[src/rtl/imm_sign_ext_unit.sv]
// rtl/imm_sign_ext_unit.sv - registered 12-to-32 bit immediate sign extension with self-check
//
// Purpose:
//   Sign-extends an IMM_W-bit immediate to XLEN bits in two independent ways
//   (bit replication, and left-align plus arithmetic right shift). It also
//   negates the replicated result. Both extensions are added to the negation,
//   and each sum must be zero. All results are registered with 1-cycle latency.
//
// Ports:
//   clk            rising-edge clock
//   rst            synchronous active-high reset (priority over in_valid)
//   in_valid       imm is valid this cycle
//   imm            raw two's-complement immediate, IMM_W bits
//   out_valid      registered outputs hold a fresh result
//   ext_imm        sign extension by bit replication
//   ext_imm2       sign extension by left-align + arithmetic shift right
//   minus_ext_imm  two's-complement negation of ext_imm
//   zero / zero2   ext_imm + minus_ext_imm, ext_imm2 + minus_ext_imm (mod 2^XLEN)
//   match          ext_imm == ext_imm2
//   check_ok       both sums zero and both extensions equal
//   err_count      saturating count of registered results with check_ok = 0

module imm_sign_ext_unit #(
    parameter int IMM_W = 12,
    parameter int XLEN  = 32
) (
    input  logic             clk,
    input  logic             rst,
    input  logic             in_valid,
    input  logic [IMM_W-1:0] imm,
    output logic             out_valid,
    output logic [XLEN-1:0]  ext_imm,
    output logic [XLEN-1:0]  ext_imm2,
    output logic [XLEN-1:0]  minus_ext_imm,
    output logic [XLEN-1:0]  zero,
    output logic [XLEN-1:0]  zero2,
    output logic             match,
    output logic             check_ok,
    output logic [15:0]      err_count
);

    localparam int PAD_W = XLEN - IMM_W;

    // Combinational datapath
    logic [XLEN-1:0]        ext_a_c;
    logic signed [XLEN-1:0] aligned_c;
    logic [XLEN-1:0]        ext_b_c;
    logic [XLEN-1:0]        minus_c;
    logic [XLEN-1:0]        zero_c;
    logic [XLEN-1:0]        zero2_c;
    logic                   match_c;
    logic                   check_ok_c;

    always_comb begin
        ext_a_c    = {{PAD_W{imm[IMM_W-1]}}, imm};
        // Method B works directly from imm. The sign fill comes from the shifter,
        // so it shares nothing with method A.
        aligned_c  = {imm, {PAD_W{1'b0}}};
        ext_b_c    = XLEN'(aligned_c >>> PAD_W);
        minus_c    = (~ext_a_c) + XLEN'(1);
        zero_c     = ext_a_c + minus_c;
        zero2_c    = ext_b_c + minus_c;
        match_c    = (ext_a_c == ext_b_c);
        check_ok_c = (zero_c == '0) && (zero2_c == '0) && match_c;
    end

    // Registers
    logic            out_valid_q, out_valid_d;
    logic [XLEN-1:0] ext_imm_q, ext_imm_d;
    logic [XLEN-1:0] ext_imm2_q, ext_imm2_d;
    logic [XLEN-1:0] minus_q, minus_d;
    logic [XLEN-1:0] zero_q, zero_d;
    logic [XLEN-1:0] zero2_q, zero2_d;
    logic            match_q, match_d;
    logic            check_ok_q, check_ok_d;
    logic [15:0]     err_count_q, err_count_d;

    always_comb begin
        out_valid_d = in_valid;
        ext_imm_d   = ext_imm_q;
        ext_imm2_d  = ext_imm2_q;
        minus_d     = minus_q;
        zero_d      = zero_q;
        zero2_d     = zero2_q;
        match_d     = match_q;
        check_ok_d  = check_ok_q;
        err_count_d = err_count_q;
        if (in_valid) begin
            ext_imm_d  = ext_a_c;
            ext_imm2_d = ext_b_c;
            minus_d    = minus_c;
            zero_d     = zero_c;
            zero2_d    = zero2_c;
            match_d    = match_c;
            check_ok_d = check_ok_c;
            // Saturate instead of wrapping, so a long burst of faults stays visible.
            if (!check_ok_c && (err_count_q != 16'hFFFF)) begin
                err_count_d = err_count_q + 16'd1;
            end
        end
    end

    always_ff @(posedge clk) begin
        if (rst) begin
            out_valid_q <= 1'b0;
            ext_imm_q   <= '0;
            ext_imm2_q  <= '0;
            minus_q     <= '0;
            zero_q      <= '0;
            zero2_q     <= '0;
            match_q     <= 1'b0;
            check_ok_q  <= 1'b0;
            err_count_q <= '0;
        end else begin
            out_valid_q <= out_valid_d;
            ext_imm_q   <= ext_imm_d;
            ext_imm2_q  <= ext_imm2_d;
            minus_q     <= minus_d;
            zero_q      <= zero_d;
            zero2_q     <= zero2_d;
            match_q     <= match_d;
            check_ok_q  <= check_ok_d;
            err_count_q <= err_count_d;
        end
    end

    assign out_valid     = out_valid_q;
    assign ext_imm       = ext_imm_q;
    assign ext_imm2      = ext_imm2_q;
    assign minus_ext_imm = minus_q;
    assign zero          = zero_q;
    assign zero2         = zero2_q;
    assign match         = match_q;
    assign check_ok      = check_ok_q;
    assign err_count     = err_count_q;

endmodule

[config.mk]
export PLATFORM = sky130hd
export DESIGN_NAME = imm_sign_ext_unit
export DESIGN_NICKNAME = d
export VERILOG_FILES = /design/src/rtl/imm_sign_ext_unit.sv
export SDC_FILE = /design/constraint.sdc
export NUM_CORES = 1
export LEC_CHECK = 0
export CAP_MARGIN = 25
export CORE_UTILIZATION = 40
export CTS_BUF_LIST = sky130_fd_sc_hd__clkbuf_16
export CTS_CLUSTER_DIAMETER = 60
export DETAILED_ROUTE_END_ITERATION = 6
export PLACE_DENSITY = 0.76
export SLEW_MARGIN = 20
export SYNTH_ARGS = -nofsm -noshare
export SYNTH_HDL_FRONTEND = slang
export SYNTH_SLANG_ARGS = --single-unit
[constraint.sdc]
create_clock -name clk -period 13.3 [get_ports clk]
set_clock_uncertainty 0.2 [all_clocks]
set_input_delay 2.66 -clock clk [delete_from_list [all_inputs] [get_ports clk]]
set_output_delay 2.66 -clock clk [all_outputs]
set_load 0.005 [all_outputs]
## Word-level counts from Yosys, hierarchy flattened

Index checks and enable logic that the tools add are counted.

| word-level totals | value |
|---|---|
| register bits | 95 |
| input bits | 15 |
| output and inout bits | 179 |
| word-level logic and storage cells | 16 |

| cells by class | value |
|---|---|
| add/subtract/negate cells | 3 |
| equality and inequality tests | 1 |
| bitwise gates (word level) | 1 |
| reductions and logical operators | 4 |

Operators with widths:

| kind | number |
|---|---|
| 32-bit by 1-bit adder with 32-bit output, second input constant | 1 |
| 32-bit adder | 1 |
| 32-bit zero test | 1 |
| 32-bit NOT | 1 |
| 16-bit by 1-bit adder with 16-bit output, second input constant | 1 |
| 16-bit != test, second input constant | 1 |
| 2-bit AND reduction | 1 |
| 1-bit logical AND | 1 |
| 1-bit zero test | 1 |

## Logic depth before layout (Yosys ltp)

Gate-level depths: netlist of the first run.

| logic depth | value |
|---|---|
| depth after elaboration | 7 |
| gate-level depth with buffers | 23 |
| depth with buffers taken out | 18 |

## Worst setup path after synthesis of the first run

Ideal clock, no wire load.

| timing | value |
|---|---|
| kind | input to register |
| start point | input imm[0] |
| end point | register err_count_q[0], in the netlist err_count[0] |
| setup time | 0.121 ns |
| arrival time | 7.049 ns |
| required time | 12.979 ns |
| setup slack | 5.930 ns |
| stages | 23 |
| buffers on the path | 5 |
| path through | inv_1 ha_1 or3b_1 buf_2 inv_2 nand3_1 clkbuf_1 inv_1 ha_1 clkbuf_1 or4_1 o22a_1 a211oi_1 or4_1 o311ai_1 nor4_1 o21ai_0 nor4_1 and4_1 buf_6 buf_8 nor2_4 mux2_4 |

| between the ends | value |
|---|---|
| cells in the longest elaborated chain, start to end | 7 |

Ends and longest elaborated chain:

| item | RTL line | RTL |
|---|---|---|
| from (decl) | 30 | `input logic [IMM_W-1:0] imm,` |
| 32-bit NOT | 60 | `minus_c = (~ext_a_c) + XLEN'(1);` |
| 32-bit by 1-bit adder with 32-bit output | 60 |  |
| 32-bit adder (*) | 61, 62 |  |
| 32-bit zero test (*) | 64 | `check_ok_c = (zero_c == '0) && (zero2_c == '0) && match_c;` |
| 1-bit zero test (*) | 97 | `if (!check_ok_c && (err_count_q != 16'hFFFF)) begin` |
| 1-bit logical AND (*) | 97 |  |
| 2-bit AND reduction (no line) (*) | -- |  |
| to (signal assigned) | 123 | `err_count_q <= err_count_d;` |
| to (decl) | 76 | `logic [15:0] err_count_q, err_count_d;` |

Mark *: on every way between the ends. The rest lies on a longest branch, timed or not.
A chain may end at the register's enable or synchronous reset.

## Worst setup path after layout of the first run

| timing | value |
|---|---|
| start point | input imm[0] |
| end point | register err_count_q[3], in the netlist err_count[3] |

Same word-level chain as after synthesis.

==> results.md, run 1 <==
Final layout:
- The number of antenna diodes is 0.
- The final standard cell area without fillers is 8840 sq um.
- The final non-filler cell total is 1183.
- The synthesis-to-layout area growth is 22.2%.
- The library cells used most frequently in the layout, excluding fill and tap cells, are clkdlybuf4s50_1 (188), nor2_1 (110), dfxtp_1 (90).
- The filler cells instantiated in the layout total 1670.
- At the end of the flow, the number of nets in the layout was 1005.
- The library cell used most frequently in the layout, excluding fill and tap cells, is clkdlybuf4s50_1.
- Of the cells placed in the final design, the portion with a size suffix greater than 1 is 6.68%.

Timing:
- Setup repair after global routing left no endpoint under its margin.
- The count of endpoints failing hold in the final timing report is 0.
- The final period demand of the worst path is 8.67 ns.
- The relative slew slack is 36.4%.
- The final max-slew violation count came to 0.
- The final clock period utilization by the worst path is 65.2%.
- The slew at the pin closest to its max-slew limit is 0.954 ns.
- The total negative slack is 0 ns.
- The maximum frequency from static timing analysis is 115 MHz.
- The final count of negative-setup-slack endpoints is 0.

Synthesis:
- The async set-or-reset flop fraction in the synthesized netlist is 0%.
- The flip-flop cell with the highest count after synthesis is dfxtp_1.
- The netlist uses 83 different library cells.
- Sequential elements use 25.2% of the synthesized area.
- For this run, the number of Yosys warnings is 0.
- The cell area that synthesis handed to floorplanning was 7240 sq um.
- Yosys mapped a number of flops with a built-in enable equal to 0.
- Synthesis produced a netlist whose cell count is 893.
- The average instance in the mapped netlist occupies 8.11 sq um.
- The flop and latch count out of synthesis is 91.

Routing:
- The count of nets left with antenna violations once routing finished came out at 0.
- Across all layers, the routed design uses 6586 vias.
- After the first detailed-routing iteration, the DRC count stood at 587.
- The detailed-route vias per instance is 5.57.
- The number of iterations in the first detailed-routing pass is 5.
- After detailed routing, the average wire length per cell comes to 16.8 um.
- For this block, the routed nets add up to 19.9 mm of wire.
- The number of DRC violations after detailed routing is 0.

Global routing:
- Summed over all layers, the global routing overflow is 0.
- The number of global-route vias before repair is 5756.
- The number of antenna violations at the first check in global routing came to 0.
- Across every metal layer, demand over resource in global routing totals 21.0%.
- The maximum number of pins on one net before global-route repair is 94.
- The first global-routing pass estimated 30.6 mm of wire.

Floorplan:
- The die covers 18600 sq um.
- The floorplan step set the die width to 137 um.
- The area of the core region is 17500 sq um.
- The effective utilization at floorplan is 41.4%.
- In this run the count of I/O pins placed on the die edge is 194.
- The number of placement rows is 48.
- The floorplan die height is 137 um.

Power and ir drop:
- The reported leakage power is 3.50 nW.
- In this run the power density over the cells is 87.7 nW/um^2.
- Power comes to 775 uW.
- Across the VDD grid, the largest voltage drop is 0.0651 mV.

Min path:
- The worst min-delay path category is reg2reg.

CTS:
- The number of hold buffers added after CTS was 0.
- Clock-pin slew was measured on the worst setup and hold paths at 0.07 ns.
- Counting every sink on the clock net gives 91.
- TritonCTS created 9 clock buffers.
- The post-CTS setup repair buffer count is 0.
- The number of instances resized during post-cts repair is 0.
- Clock tree synthesis selected as its root buffer the cell clkbuf_16.
- The clock latency reported for the late side of the worst-skew pair is 0.36 ns.
- The buffer depth of the longest clock path is 2.
- The level count of the clock H-tree is 3.
- TritonCTS built the clock tree.

Worst setup path:
- The critical path goes through clkdlybuf4s50_1 -> inv_1 -> ha_1 -> or3b_1 -> inv_2 -> nand3_1 -> inv_1 -> ha_1 -> or4_1 -> o22a_1 -> a211oi_1 -> or4_1 -> o311ai_1 -> nor4_1 -> o21ai_0 -> nor4_1 -> and4_1 -> nor3_1 -> mux2_2.
- By startpoint and endpoint, the worst setup path is classified as in2reg.
- The highest-delay cell along the critical path is and4_1.
- The peak fanout along the critical path is 27.
- The data required time of the worst path is 13.35 ns.
- The largest stage delay on the critical path is 0.77 ns.
- The arrival time at the worst endpoint is 8.72 ns.
- The critical path startpoint category is an input port.
- STA classifies the critical path endpoint as a flop.

Status:
- The run finished with clean final reports.

Placed design:
- The placed wire-length estimate after detailed placement is 15.1 mm.
- In this run, placement finished with an instance count of 1168.
- The number of buffer cells added on primary ports is 191.
- The weighted congestion at the end of routability-driven global placement is 0.920.
- The area after detailed placement is 8530 sq um.

Job:
- The number of max-capacitance violations reported is 0.
[logic make-up after synthesis]
family,count (synthesis),synth area share [%]
fa+ha+maj,36,6.22
buf+inv,171,14.0
other cells,1,0.0518
xor+xnor,45,5.45
mux,62,8.80
compound gates,174,17.8
simple gates,313,22.5
flops,91,25.2
[worst paths after layout]
kind | startpoint | depth (start not counted) | slack, ns | end
hold / removal | minus_ext_imm[25] | 2 | 0.28 | minus_ext_imm[25]
setup reg to reg | err_count[6] | 8 | 10.65 | err_count[3]
setup / recovery | imm[0] | 19 | 4.63 | err_count[3]
hold reg to reg | minus_ext_imm[25] | 2 | 0.28 | minus_ext_imm[25]
[cell usage after synthesis, types with 23 or more instances]
cell	number	area (sq um)
a211oi_1	36	270
a21oi_1	30	150
buf_4	89	668
clkbuf_1	36	135
dfxtp_1	91	1820
ha_1	36	450
inv_1	23	86.3
mux2i_1	52	521
nand2_1	39	146
nand3_1	27	135
nor2_1	110	413
nor3_1	27	135
o21ai_0	35	175
xnor2_1	26	228
[report_power, final]
part           switching, mW  internal [mW]  leakage, nW  total, mW
clock network          0.112          0.164        0.152      0.276
registers             0.0145          0.290        0.751      0.304
logic                 0.0931          0.101         2.60      0.194
[metrics by stage]
stage                     hold slack, ns  setup WS [ns]  util, %
after detailed placement           0.268           4.38     48.8
after global placement             0.248           4.52     48.8
after floorplan                    0.258           5.93        -
after CTS                          0.277           4.75     50.6
after global routing               0.291           4.11     50.6
final                              0.276           4.63     50.6
[sequential cells by signal, summed over array words and instances, names as in the netlist]
| name | count |
|---|---|
| match | 1 |
| minus_ext_imm | 29 |
| err_count | 16 |
| check_ok | 1 |
| ext_imm2 | 12 |
| zero2 | 31 |
| out_valid | 1 |
[per-layer routing]
metal  track usage, %  share of wire (%)  vias up
met5                0                  0        -
met4             7.35                2.1        0
met3             3.89                7.1       25
met2             32.2                 45      222
met1             29.2                 46     3106
li1                 -                  -     3233
[critical path, delay by kind of cell]
kind            cells  cell delay, ns
compound gates      4            0.89
mux                 1            0.31
buf+inv             4            1.03
fa+ha+maj           2            0.63
simple gates        8            3.19
[area by class of cell]
type | instances | area (sq um) | share of cell area (%)
inverter | 26 | 97.6 | 1.10
timing repair buffer | 194 | 1920 | 21.7
clock inverter | 6 | 90.1 | 1.02
multi-input combinational | 632 | 4400 | 49.8
tap | 225 | 282 | 3.18
sequential | 91 | 1820 | 20.6
clock buffer | 9 | 225 | 2.55
Note: power is estimated with default switching activity, not from simulation.
==> inputs of run 2 (changes only) <==
--- a/config.mk
+++ b/config.mk
@@ -10,7 +10,7 @@
 export CTS_BUF_LIST = sky130_fd_sc_hd__clkbuf_16
 export CTS_CLUSTER_DIAMETER = 60
 export DETAILED_ROUTE_END_ITERATION = 6
-export PLACE_DENSITY = 0.76
+export PLACE_DENSITY = 0.79
 export SLEW_MARGIN = 20
 export SYNTH_ARGS = -nofsm -noshare
 export SYNTH_HDL_FRONTEND = slang
==> constraint.sdc (replaced) <==
create_clock -name clk -period 7.7 [get_ports clk]
set_clock_uncertainty 0.2 [all_clocks]
set_input_delay 1.54 -clock clk [delete_from_list [all_inputs] [get_ports clk]]
set_output_delay 1.54 -clock clk [all_outputs]
set_load 0.005 [all_outputs]
==> run 2 against run 1 <==
Effect of this change:
- sequential cell count unchanged
- first-iteration DRC count decreased by 3.7%
- non-clock buffer count increased by 9
- sequential power increased by 73%
- worst setup slack got worse by 4.0 ns
- register-to-register slack got worse by 5.6 ns
==> results.md, run 2 (synthesis gave the netlist of run 1 again) <==
Worst setup path:
- The data required time of the worst path came to 7.74 ns (was 13.35 ns).
- The class of the most critical setup path is in2reg (unchanged).
- The critical path startpoint category was an input port (unchanged).
- The arrival time at the worst endpoint is 7.12 ns (was 8.72 ns).
- The kind of capture point of the worst setup path is a flop (unchanged).
- The peak fanout along the critical path is 27 (unchanged).

Min path:
- The worst min-delay path category is reg2reg (unchanged).

Routing:
- The number of iterations in the first detailed-routing pass was 7 (was 5).
- The detailed-route vias per instance is 5.69 (was 5.57).
- The number of DRC markers after the initial detailed-route iteration is 565 (was 587).
- The antenna violation net count after detailed routing is 0 (unchanged).
- The total number of vias is 6787 (was 6586).
- The total routed wirelength is 20.3 mm (was 19.9 mm).
- The number of DRC violations after detailed routing was 0 (unchanged).
- The average wire length per cell after detail routing is 17.0 um (was 16.8 um).

CTS:
- The clock latency reported for the late side of the worst-skew pair came to 0.35 ns (was 0.36 ns).
- The clock tree from TritonCTS is done (unchanged).
- The level count of the clock H-tree is 3 (unchanged).
- The number of sinks handled by clock tree synthesis is 91 (unchanged).
- The clock-pin slew on the worst setup and hold paths came to 0.07 ns (about the same).
- The number of CTS-inserted buffers is 9 (unchanged).
- The buffer depth of the longest clock path was 2 (unchanged).
- The post-CTS setup repair buffer count came to 0 (unchanged).
- The count of hold buffers inserted by post-cts repair is 0 (unchanged).
- The buffer cell driving the clock tree root is clkbuf_16 (unchanged).
- The number of instances resized during post-cts repair is 0 (unchanged).

Floorplan:
- The effective utilization at floorplan is 41.4% (unchanged).
- The floorplan die height is 137 um (unchanged).
- The area of the die came to 18600 sq um (unchanged).
- The die extent in x is 137 um (unchanged).
- The area of the core region is 17500 sq um (unchanged).
- The boundary pin count is 194 (unchanged).
- The number of placement rows is 48 (unchanged).

Final layout:
- The number of antenna diodes is 0 (unchanged).
- The fraction of final layout cells with drive strength greater than 1 came to 7.64% (was 6.68%).
- The final-stage net count is 1014 (was 1005).
- The synthesis-to-layout area growth is 23.2% (was 22.2%).
- Most used cells in the layout excluding fill and tap cells: clkdlybuf4s50_1 (188), nor2_1 (110), dfxtp_1 (90) (unchanged).
- The number of flip-flops under the largest register name came to 31 (unchanged).
- The most common library cell in the layout ignoring fill and taps is clkdlybuf4s50_1 (unchanged).

Placed design:
- The weighted congestion at the end of routability-driven global placement is 1.02 (was 0.920).
- The placed wire-length estimate after detailed placement was 15.4 mm (was 15.1 mm).
- The number of buffer cells added on primary ports was 191 (unchanged).

Timing:
- The final period demand of the worst path is 7.08 ns.
- The slew at the pin closest to its max-slew limit is 0.956 ns (was 0.954 ns).
- The tightest hold margin came to 0.279 ns (was 0.276 ns).
- The final count of negative-setup-slack endpoints is 0 (unchanged).
- The relative slew slack is 36.3% (was 36.4%).
- The total negative slack is 0 ns (unchanged).
- RSZ-0062 raised after global routing: no (unchanged).
- The final max-slew violation count was 0 (unchanged).
- After layout, the worst path uses 91.9% of the clock period.
- The count of endpoints failing hold in the final timing report came to 0 (unchanged).
- The maximum frequency from static timing analysis is 141 MHz.

Job:
- The number of max-capacitance violations reported is 0 (unchanged).

Power and ir drop:
- The ratio of total power to cell area is 148 nW/um^2 (was 87.7 nW/um^2).
- The highest ir drop seen on vdd is 0.114 mV (was 0.0651 mV).
- The reported leakage power was 3.54 nW (was 3.50 nW).
- The overall power after layout came to 1.32 mW (was 775 uW).

Global routing:
- The number of antenna violations at the first check in global routing is 0 (unchanged).
- The maximum number of pins on one net before global-route repair is 94 (unchanged).
- The overflow left after global routing was 0 (unchanged).
- The total global routing track utilization was 21.7% (was 21.0%).
- The first-pass GRT wire length came to 31.8 mm (was 30.6 mm).
- The number of global-route vias before repair is 6028 (was 5756).

Status:
- Result of the run: completed (unchanged).
run 2: layer usage:
metal  vias to the layer above  share of wire [%]  global-route usage (%)
met3                        27                8.2                    4.19
met2                       326                 46                    34.2
met1                      3174                 44                    29.1
met4                         0                1.9                    8.02
met5                         -                  0                       0
li1                       3260                  -                       -
run 2: final timing paths:
check                           slack, ns                 to  cells past startpoint         startpoint
worst max-delay path                 0.62      err_count[10]                     20             imm[0]
worst min-delay path                 0.28  minus_ext_imm[26]                      2  minus_ext_imm[26]
worst max register to register       5.04       err_count[3]                      8       err_count[8]
worst min register to register       0.28  minus_ext_imm[26]                      2  minus_ext_imm[26]
run 2: where the power goes:
part           total (mW)  leakage [nW]  internal (mW)  switching (mW)
registers           0.526         0.751          0.501          0.0249
logic               0.340          2.64          0.177           0.163
clock network       0.458         0.145          0.256           0.201
run 2: area by class of cell:
class	instances	area (sq um)
fill	1604	8560
multi-input combinational	632	4400
timing repair buffer	203	2000
sequential	91	1820
tap	225	282
clock buffer	9	225
inverter	26	97.6
clock inverter	7	87.6
run 2: worst max-delay path, cell delays in order:
cell	delay, ns
clkdlybuf4s50_1	0.52
inv_1	0.18
ha_1	0.22
or3b_1	0.39
inv_2	0.12
nand3_1	0.45
inv_1	0.18
ha_1	0.42
or4_1	0.54
o22a_1	0.24
a211oi_1	0.38
or3_1	0.18
o311ai_1	0.08
nor4_1	0.46
o21ai_0	0.16
nor4_1	0.22
and4_1	0.28
buf_12	0.17
nor3_1	0.08
mux2_2	0.29
run 2: through the flow:
stage	cell area [sq um]	util (%)	std cells	setup slack (ns)
after global routing	8920	51.0	1193	0.351
after floorplan	7240	-	894	1.45
after detailed placement	8610	49.2	1177	0.431
after CTS	8920	51.0	1193	0.787
final	8920	51.0	1193	0.621
after global placement	8610	49.2	1177	0.563
==> inputs of run 3 (changes only) <==
--- a/config.mk
+++ b/config.mk
@@ -5,7 +5,7 @@
 export SDC_FILE = /design/constraint.sdc
 export NUM_CORES = 1
 export LEC_CHECK = 0
-export CAP_MARGIN = 25
+export ABC_AREA = 1
 export CORE_UTILIZATION = 40
 export CTS_BUF_LIST = sky130_fd_sc_hd__clkbuf_16
 export CTS_CLUSTER_DIAMETER = 60
==> run 3 against run 2 <==
Effect of this change:
- non-clock buffer count down 6
- highest routed layer unchanged
- global-route usage up 1.4 points
- clock power shrank 12%
- total power fell by 4.5%
- sequential share of layout area is 0.31 points higher
- worst setup slack improved by 0.84 ns
- register-to-register slack got worse by 0.49 ns
==> results.md, run 3 <==
Status:
- Result of the run: completed (unchanged).

Final layout:
- Most used cells in the layout excluding fill and tap cells: nand2_1 (292), clkdlybuf4s50_1 (190), inv_1 (170) (was clkdlybuf4s50_1 (188), nor2_1 (110), dfxtp_1 (90)).
- The final non-filler cell total is 1460 (was 1193).
- The fraction of final layout cells with drive strength greater than 1 came to 3.64% (was 7.64%).
- The most common library cell in the layout ignoring fill and taps is nand2_1 (was clkdlybuf4s50_1).
- The final-stage net count is 1283 (was 1014).
- The final design utilization is 50.6% (was 51.0%).
- The final standard cell area without fillers was 8790 sq um (was 8920 sq um).
- The number of antenna diodes came to 0 (unchanged).
- The synthesis-to-layout area growth was 23.1% (was 23.2%).
- The number of flip-flops under the largest register name is 31 (unchanged).

Routing:
- The detailed-route vias per instance is 4.97 (was 5.69).
- The average wire length per cell after detail routing is 14.2 um (was 17.0 um).
- The number of DRC markers after the initial detailed-route iteration was 562 (was 565).
- The total number of vias is 7260 (was 6787).
- The antenna violation net count after detailed routing is 0 (unchanged).
- The number of iterations in the first detailed-routing pass is 5 (was 7).
- The number of DRC violations after detailed routing is 0 (unchanged).
- The total routed wirelength came to 20.8 mm (was 20.3 mm).

Placed design:
- The placed wire-length estimate after detailed placement came to 16.4 mm (was 15.4 mm).
- The weighted congestion at the end of routability-driven global placement is 0.950 (was 1.02).
- The number of buffer cells added on primary ports came to 191 (unchanged).
- The number of placed cells counting well taps is 1446 (was 1177).
- The area after detailed placement was 8530 sq um (was 8610 sq um).

Min path:
- The hold path startpoint is match (was minus_ext_imm[26]).
- The hold-critical path depth came to 2 (unchanged).
- The worst min-delay path category was reg2reg (unchanged).
- The sink of the worst hold path is match (was minus_ext_imm[26]).

Worst setup path:
- The depth of the worst register-to-register path is 12 (was 8).
- The critical path startpoint category is an input port (unchanged).
- The origin of the critical flop-to-flop path is err_count[0] (was err_count[8]).
- The class of the most critical setup path is in2reg (unchanged).
- The highest-delay cell along the critical path is nand2_1 (was or4_1).
- The kind of capture point of the worst setup path is a flop (unchanged).
- The largest stage delay on the critical path was 0.54 ns (about the same).
- The peak fanout along the critical path is 29 (was 27).
- The register-to-register setup slack is 4.55 ns (was 5.04 ns).
- The end of the worst register-to-register path is err_count[0] (was err_count[3]).
- Among the stages of the critical path, the cell type that occurs most often is nand2_1.
- The arrival time at the worst endpoint came to 6.28 ns (was 7.12 ns).
- The data required time of the worst path is 7.74 ns (about the same).

Synthesis:
- The share of the synthesized area in the top cell type is 25.5% (was 25.2%).
- The complex-gate fraction of the synthesized area is 10.2% (was 17.8%).
- The number of enable-type register cells in the synthesized netlist was 0 (unchanged).
- Cell types occupying the most area after synthesis: dfxtp_1 (26%), nand2_1 (15%), buf_4 (9.3%) (was dfxtp_1 (25%), buf_4 (9.2%), mux2i_1 (7.2%)).
- The share of synthesized cell area in and, or, nand and nor gates is 34.0% (was 22.5%).
- The number of unique standard cell types used by synthesis came to 36 (was 83).
- The area share of xor/xnor cells in the synthesized design came to 2.82% (was 5.45%).
- The adder and majority gate portion of the synthesized area is 6.31% (was 6.22%).
- The combinational family with the most area after synthesis is simple AND/OR/NAND/NOR gates (unchanged).
- The sequential cell area fraction in the yosys report is 25.5% (was 25.2%).
- The async set-or-reset flop fraction in the synthesized netlist is 0% (unchanged).
- The synthesized cell area came to 7140 sq um (was 7240 sq um).
- The most numerous cell in the Yosys netlist is nand2_1 (was nor2_1).
- Most common library cells after synthesis: nand2_1 (292), inv_1 (170), nor2_1 (129) (was nor2_1 (110), dfxtp_1 (91), buf_4 (89)).
- The flop and latch count out of synthesis is 91 (unchanged).
- The post-synthesis cell count is 1146 (was 893).
- The count of yosys warnings during synthesis is 0 (unchanged).
- The multiplexer share of the synthesized area is 0% (was 8.80%).
- The synthesized area per cell is 6.23 sq um (was 8.11 sq um).
- The cell taking the most area after synthesis is dfxtp_1 (unchanged).
- The flip-flop cell with the highest count after synthesis is dfxtp_1 (unchanged).

Floorplan:
- The area of the core region was 17400 sq um (was 17500 sq um).
- The floorplan die height is 136 um (was 137 um).
- The die extent in x was 136 um (was 137 um).
- The area of the die is 18400 sq um (was 18600 sq um).
- The boundary pin count is 194 (unchanged).
- The effective utilization at floorplan is 41.1% (was 41.4%).
- The number of placement rows is 48 (unchanged).

CTS:
- The clock-pin slew on the worst setup and hold paths came to 0.07 ns (about the same).
- The number of sinks handled by clock tree synthesis is 91 (unchanged).
- The number of CTS-inserted buffers came to 9 (unchanged).
- The clock latency reported for the late side of the worst-skew pair was 0.35 ns (about the same).
- The number of instances resized during post-cts repair is 0 (unchanged).
- The count of hold buffers inserted by post-cts repair came to 0 (unchanged).
- The buffer depth of the longest clock path is 2 (unchanged).
- The buffer cell driving the clock tree root is clkbuf_16 (unchanged).
- The post-CTS setup repair buffer count was 0 (unchanged).
- The clock tree from TritonCTS is done (unchanged).
- The level count of the clock H-tree is 3 (unchanged).

Timing:
- The count of endpoints failing hold in the final timing report is 0 (unchanged).
- The final clock period utilization by the worst path was 81.0% (was 91.9%).
- The final max-slew violation count came to 0 (unchanged).
- The relative slew slack is 34.1% (was 36.3%).
- The slew at the pin closest to its max-slew limit is 0.985 ns (was 0.956 ns).
- The total negative slack was 0 ns (unchanged).
- The maximum frequency from static timing analysis is 160 MHz (was 141 MHz).
- The final period demand of the worst path came to 6.24 ns (was 7.08 ns).
- RSZ-0062 raised after global routing: no (unchanged).
- The final count of negative-setup-slack endpoints is 0 (unchanged).

Global routing:
- The busiest layer in global routing is met2 (unchanged).
- The number of global-route vias before repair is 6429 (was 6028).
- The maximum number of pins on one net before global-route repair came to 79 (was 94).
- The met1 track demand over resource was 31.7% (was 29.1%).
- The total global routing track utilization is 23.0% (was 21.7%).
- The global-route met2 utilization was 36.5% (was 34.2%).
- The first-pass GRT wire length is 32.9 mm (was 31.8 mm).
- The overflow left after global routing is 0 (unchanged).
- The number of antenna violations at the first check in global routing is 0 (unchanged).
- The global routing usage on met3 was 3.89% (was 4.19%).

Power and ir drop:
- The highest ir drop seen on vdd came to 0.109 mV (was 0.114 mV).
- The ratio of total power to cell area is 144 nW/um^2 (was 148 nW/um^2).
- The reported leakage power was 4.36 nW (was 3.54 nW).

Job:
- The number of max-capacitance violations reported is 0 (unchanged).
-- run 3: logic make-up (layout without fill, tap and decap cells) --
| group | Yosys count | after routing |
|---|---|---|
| buf+inv | 298 | 386 |
| xor+xnor | 20 | 20 |
| other cells | 1 | 2 |
| compound gates | 132 | 132 |
| simple gates | 568 | 568 |
| fa+ha+maj | 36 | 36 |
| flops | 91 | 91 |
-- run 3: worst max-delay path: cells and delay by family --
kind                     cells  cell delay (ns)
AND/OR/NAND/NOR             17             2.52
buffers and inverters        4             0.97
adder cells (fa/ha/maj)      2             0.53
XOR/XNOR                     1             0.44
AO/OA/AOI/OAI                2             0.25
-- run 3: where the power goes --
| part | internal [mW] | switching [mW] |
|---|---|---|
| Combinational | 0.161 | 0.170 |
| Sequential | 0.501 | 0.0261 |
| Clock | 0.214 | 0.191 |
-- run 3: routing by layer --
layer | wire [um] | vias to the layer above | part of all wire (%)
met2 | 9020 | 303 | 43
met4 | 436 | 0 | 2.1
met1 | 9720 | 3257 | 47
met5 | 0 | - | 0
met3 | 1590 | 24 | 7.6
li1 | - | 3676 | -
-- run 3: layout make-up --
cell class	instances	area, sq um
fill	1744	8570
multi-input combinational	758	3810
timing repair buffer	197	1950
sequential	91	1820
inverter	175	657
tap	225	282
clock buffer	9	225
clock inverter	5	32.5
-- run 3: worst max-delay path by stage --
stage,from,end,slack [ns],cells past startpoint
floorplan,imm[0],err_count[10],2.85,26
global placement,imm[0],err_count[0],1.28,25
detailed placement,imm[0],err_count[0],1.19,25
CTS,imm[0],err_count[0],1.56,25
global route,imm[0],err_count[0],0.96,24
finish,imm[0],err_count[0],1.46,26
-- run 3: per-stage QoR --
stage | total power [mW] | setup WS (ns) | hold slack [ns]
after CTS | 1.27 | 1.56 | 0.288
final | 1.26 | 1.46 | 0.289
after global placement | 0.864 | 1.28 | 0.248
after floorplan | 0.728 | 2.85 | 0.258
after detailed placement | 0.867 | 1.19 | 0.276
after global routing | 1.33 | 0.957 | 0.312
